$ cat src/rtl/toy_bus_ack_crd_arb.sv
// Credit-flowed 2:1 round-robin arbiter for ToyBusAck messages with a registered output stage.
// Optional stall counter enabled by defining TOY_BUS_ACK_CRD_ARB_PERF_EN.
module toy_bus_ack_crd_arb #(
   parameter int CREDIT_MAX = 4,
   parameter int CRD_W      = 4
) (
   input  logic             clk,
   input  logic             rst_n,

   input  logic             in0_vld,
   output logic             in0_rdy,
   input  logic             in0_opcode,
   input  logic [255:0]     in0_data,
   input  logic [31:0]      in0_sideband,
   input  logic [3:0]       in0_src_id,
   input  logic [3:0]       in0_tgt_id,

   input  logic             in1_vld,
   output logic             in1_rdy,
   input  logic             in1_opcode,
   input  logic [255:0]     in1_data,
   input  logic [31:0]      in1_sideband,
   input  logic [3:0]       in1_src_id,
   input  logic [3:0]       in1_tgt_id,

   output logic             out0_vld,
   output logic             out0_opcode,
   output logic [255:0]     out0_data,
   output logic [31:0]      out0_sideband,
   output logic [3:0]       out0_src_id,
   output logic [3:0]       out0_tgt_id,
   input  logic             out0_crd_rtn,

`ifdef TOY_BUS_ACK_CRD_ARB_PERF_EN
   input  logic             stall_clr,
   output logic [15:0]      stall_cnt,
`endif

   output logic [CRD_W-1:0] crd_cnt,
   output logic             crd_err
);

   localparam int PL_W = 1 + 256 + 32 + 4 + 4;
   localparam logic [CRD_W-1:0] CRD_FULL = CRD_W'(CREDIT_MAX);

   logic [1:0]      req_vld;
   logic [1:0]      gnt;
   logic [1:0]      rdy;
   logic [PL_W-1:0] req_pl [2];

   logic            prio_q, prio_d;
   logic [CRD_W-1:0] crd_cnt_q, crd_cnt_d;
   logic            crd_err_q, crd_err_d;
   logic            out_vld_q, out_vld_d;
   logic [PL_W-1:0] out_pl_q, out_pl_d;

   logic            can_send;
   logic            fire;
   logic            win;

   assign req_vld   = {in1_vld, in0_vld};
   assign req_pl[0] = {in0_opcode, in0_data, in0_sideband, in0_src_id, in0_tgt_id};
   assign req_pl[1] = {in1_opcode, in1_data, in1_sideband, in1_src_id, in1_tgt_id};

   assign can_send = (crd_cnt_q != '0);

   // An input wins when it is the sole requester or when it holds priority on a tie.
   assign gnt[0] = req_vld[0] & (~req_vld[1] | ~prio_q);
   assign gnt[1] = req_vld[1] & (~req_vld[0] |  prio_q);

   // rst_n gating keeps rdy low during reset even though the count already reads full.
   genvar gi;
   generate
      for (gi = 0; gi < 2; gi++) begin : g_rdy
         assign rdy[gi] = gnt[gi] & can_send & rst_n;
      end
   endgenerate

   assign in0_rdy = rdy[0];
   assign in1_rdy = rdy[1];

   assign fire = rdy[0] | rdy[1];
   assign win  = rdy[1];

   always_comb begin
      prio_d    = prio_q;
      out_vld_d = fire;
      out_pl_d  = out_pl_q;
      crd_cnt_d = crd_cnt_q;
      crd_err_d = crd_err_q;

      if (fire) begin
         prio_d   = ~win;
         out_pl_d = req_pl[win];
      end

      if (fire && !out0_crd_rtn) begin
         crd_cnt_d = crd_cnt_q - 1'b1;
      end else if (!fire && out0_crd_rtn) begin
         if (crd_cnt_q == CRD_FULL) begin
            crd_err_d = 1'b1;
         end else begin
            crd_cnt_d = crd_cnt_q + 1'b1;
         end
      end
   end

   always_ff @(posedge clk or negedge rst_n) begin
      if (!rst_n) begin
         prio_q    <= 1'b0;
         out_vld_q <= 1'b0;
         out_pl_q  <= '0;
         crd_cnt_q <= CRD_FULL;
         crd_err_q <= 1'b0;
      end else begin
         prio_q    <= prio_d;
         out_vld_q <= out_vld_d;
         out_pl_q  <= out_pl_d;
         crd_cnt_q <= crd_cnt_d;
         crd_err_q <= crd_err_d;
      end
   end

   assign out0_vld      = out_vld_q;
   assign out0_opcode   = out_pl_q[296];
   assign out0_data     = out_pl_q[295:40];
   assign out0_sideband = out_pl_q[39:8];
   assign out0_src_id   = out_pl_q[7:4];
   assign out0_tgt_id   = out_pl_q[3:0];
   assign crd_cnt       = crd_cnt_q;
   assign crd_err       = crd_err_q;

`ifdef TOY_BUS_ACK_CRD_ARB_PERF_EN
   logic [15:0] stall_cnt_q, stall_cnt_d;

   always_comb begin
      stall_cnt_d = stall_cnt_q;
      if (stall_clr) begin
         stall_cnt_d = '0;
      end else if ((|req_vld) && !can_send && (stall_cnt_q != 16'hFFFF)) begin
         stall_cnt_d = stall_cnt_q + 16'd1;
      end
   end

   always_ff @(posedge clk or negedge rst_n) begin
      if (!rst_n) begin
         stall_cnt_q <= '0;
      end else begin
         stall_cnt_q <= stall_cnt_d;
      end
   end

   assign stall_cnt = stall_cnt_q;
`endif

endmodule

$ cat config.mk
export PLATFORM = sky130hd
export DESIGN_NAME = toy_bus_ack_crd_arb
export DESIGN_NICKNAME = d
export VERILOG_FILES = /design/src/rtl/toy_bus_ack_crd_arb.sv
export SDC_FILE = /design/constraint.sdc
export NUM_CORES = 1
export LEC_CHECK = 0
export BUFFER_PORTS_ARGS = -buffer_cell sky130_fd_sc_hd__clkbuf_2
export CAP_MARGIN = 20
export CORE_AREA = 2 2 349 351
export DETAILED_ROUTE_END_ITERATION = 10
export DIE_AREA = 0 0 351 353
export PLACE_DENSITY_LB_ADDON = 0.1
export SKIP_LAST_GASP = 1
export SLEW_MARGIN = 20
export SYNTH_ARGS = -nofsm -noshare
export SYNTH_HDL_FRONTEND = slang
export SYNTH_SLANG_ARGS = --single-unit
$ cat constraint.sdc
create_clock -name clk -period 5.4 [get_ports clk]
set_input_delay 0 -clock clk [delete_from_list [all_inputs] [get_ports clk]]
set_output_delay 0 -clock clk [all_outputs]
set_load 0.05 [all_outputs]
==> results_dict.tcl <==
set metrics [dict create \
    outcome "completed" \
    hp-class "in2reg" \
    setup_ws_ns 2.310 \
    worst_pin_slew_ns 0.9182 \
    first_iter_violations 364 \
    yosys.cell_count.top_type "dfrtp_1" \
    synthDistinctLibCells 27 \
    grt_pass1_wl_um 95130 \
    wirelength_um 65210 \
    grt_max_degree 269 \
    place_congestion 0.7800 \
    areaGrowthSynthToFinish_pct 96.32 \
    post-place-ws_ns 2.576 \
    hold_ws_ns 0.2339 \
    yosysTopAreaCellShare_pct 53.78 \
    overflow 0 \
    nets 3402 \
    min_period_over_period_pct 57.22 \
    final_cells 4450 \
    clock-root-buffer "clkbuf_16" \
    vdd_drop_max_uv 153.2 \
    ctsResizeCount 0 \
    rsz0062_at_grt "no" \
    synth-seq-cells 304 \
    final_max_slew_viol_count 0 \
    track_usage_pct 10.11 \
    yosys.area.top_type "dfrtp_1" \
    fp.coreArea_um2 120600 \
    start_util_pct 11.69 \
    use_met2_pct 18.86 \
    antenna_found_initial 0 \
    worstPathMaxFanout 54 \
    synthTopCellsByCount "dfrtp_1, mux2i_1, nand2_1" \
    synth_edf_count 0 \
    async_flop_share_pct 100.0 \
    synthFlopType "dfrtp_1" \
    cts-buffers-inserted 42 \
    grt_busiest_layer "met2" \
    worstSetupPathType "reg2reg" \
    p_per_area_nw_per_um2 417.1 \
    drc_errors 0 \
    row_count 128 \
    finalSetupViolCount 0 \
    cp.arrival_ns 3.50 \
    timing.final.crit_period_ns 3.090 \
    io_buffers 903 \
    crit_required_ns 5.81 \
    seq_area_frac_synth_pct 53.96 \
    ys_warn_count 0 \
    synth_area_per_cell_um2 10.63 \
    layout-drive-gt1-share_pct 35.16 \
    grt.met1_usage_pct 10.63 \
    setup_tns_ns 0 \
    dp.cells 3778 \
    clkSlewWorstSetupHoldPaths_ns 0.05 \
    clock_path_buffers 3 \
    fmax_mhz 323.6 \
    hpwl_um 49260 \
    drt-pass1-iter-count 4 \
    ios 904 \
    syn_inst 1326 \
    wl_per_cell_um 14.65 \
    vias 14980 \
    htree_levels 2 \
    vias_per_cell 3.367 \
    power_leakage_uw 0.01406 \
    cts_tree "yes" \
    yosys-top-cells-area "dfrtp_1, mux2i_1, o21ai_1" \
    finalClockSkew_ns 0.02458 \
    cp-end-kind "register" \
    max_slew_margin_pct 38.79 \
    cts_hold_buf 601 \
    use_met3_pct 3.192 \
    worstSkewPairLatency_ns 0.59 \
    grt_pass1_vias 16050 \
    fill_cells 13300 \
    crit_path_start_kind "register" \
    maxCapViolCount 0 \
    hold_viol_final 0 \
    synth_fp_nets 1930 \
    antenna_left 0 \
    synth_area_um2 14100 \
    die_x_um 351 \
    cts.sinks 304 \
    die_h_um 353 \
    cts_setup_buffers 0 \
    die_area_um2 123900 \
]
==> path summary, 6_finish.rpt <==
path	from	to	slack [ns]	depth (start not counted)
worst max register to register	prio_q$_DFFE_PN0N_	out_pl_q[208]$_DFFE_PN0N_	2.31	6
worst max-delay path	prio_q$_DFFE_PN0N_	out_pl_q[208]$_DFFE_PN0N_	2.31	6
worst min register to register	crd_err$_DFFE_PN0P_	crd_err$_DFFE_PN0P_	0.47	1
min in group asynchronous	rst_n	crd_cnt[2]$_DFFE_PN1P_	0.58	3
max in group asynchronous	rst_n	out_pl_q[51]$_DFFE_PN0N_	3.32	5
worst min-delay path	in0_data[198]	out_pl_q[238]$_DFFE_PN0N_	0.23	4
==> where the power goes <==
part	internal [uW]	switching [uW]
registers	2920	367
clock network	1750	1100
logic	1610	3800
total	6280	5260
==> through the flow <==
| step | area [um^2] | total power, uW | utilization (%) |
|---|---|---|---|
| floorplan | 14100 | 6713 | - |
| detailed placement | 20260 | 8297 | 16.80 |
| finish | 27680 | 11550 | 22.95 |
| global route | 27680 | 12260 | 22.95 |
| global placement | 20260 | 8287 | 16.80 |
| CTS | 27680 | 11860 | 22.95 |
==> flip-flops by register name, summed over array words and instances, names as in the netlist <==
| register | flops |
|---|---|
| out_pl_q | 297 |
| crd_cnt | 4 |
| crd_err | 1 |
| out0_vld | 1 |
| prio_q | 1 |
==> critical path: stages (launching register included) <==
cell           delay [ns]
dfrtp_1              0.44
o21ai_4              0.73
buf_12               0.31
buf_12               0.36
mux2i_1              0.28
dlygate4sd3_1        0.61
o21ai_0              0.08
==> metal layers <==
metal	up-vias	wire length, um
li1	7524	-
met1	6863	24630
met2	520	33550
met3	74	5138
met4	0	1891
met5	-	0
==> logic make-up after synthesis <==
logic type               Yosys count  synth area share (%)
AO/OA/AOI/OAI                    309                 11.11
XOR/XNOR                           3                0.1864
adder cells (fa/ha/maj)            5                0.4970
buffers and inverters            104                 4.925
flip-flops                       304                 53.96
multiplexers                     299                 21.24
AND/OR/NAND/NOR                  302                 8.084
==> cell usage in the layout, fill, tap and decap left out, drive strengths merged, types with 2 or more instances in the layout <==
cell type,n
a21o,2
a21oi,5
buf,24
bufinv,2
clkbuf,965
clkinv,3
clkinvlp,2
dfrtp,303
dlygate4sd3,600
ha,4
inv,6
mux2i,298
nand2,298
nor2,2
o21ai,298
xnor2,3
==> layout make-up <==
class                   count  area (um^2)  area share (%)
repair buffers           1526        10800           39.00
flip-flops and latches    304         7609           27.49
multi-input cells         918         5808           20.98
well taps                1625         2033           7.345
clock buffers              63         1304           4.710
clock inverters             7        90.09          0.3255
inverters                   6        38.79          0.1401
diodes                      1        2.502        0.009040
Note: power is estimated with default switching activity, not from simulation.
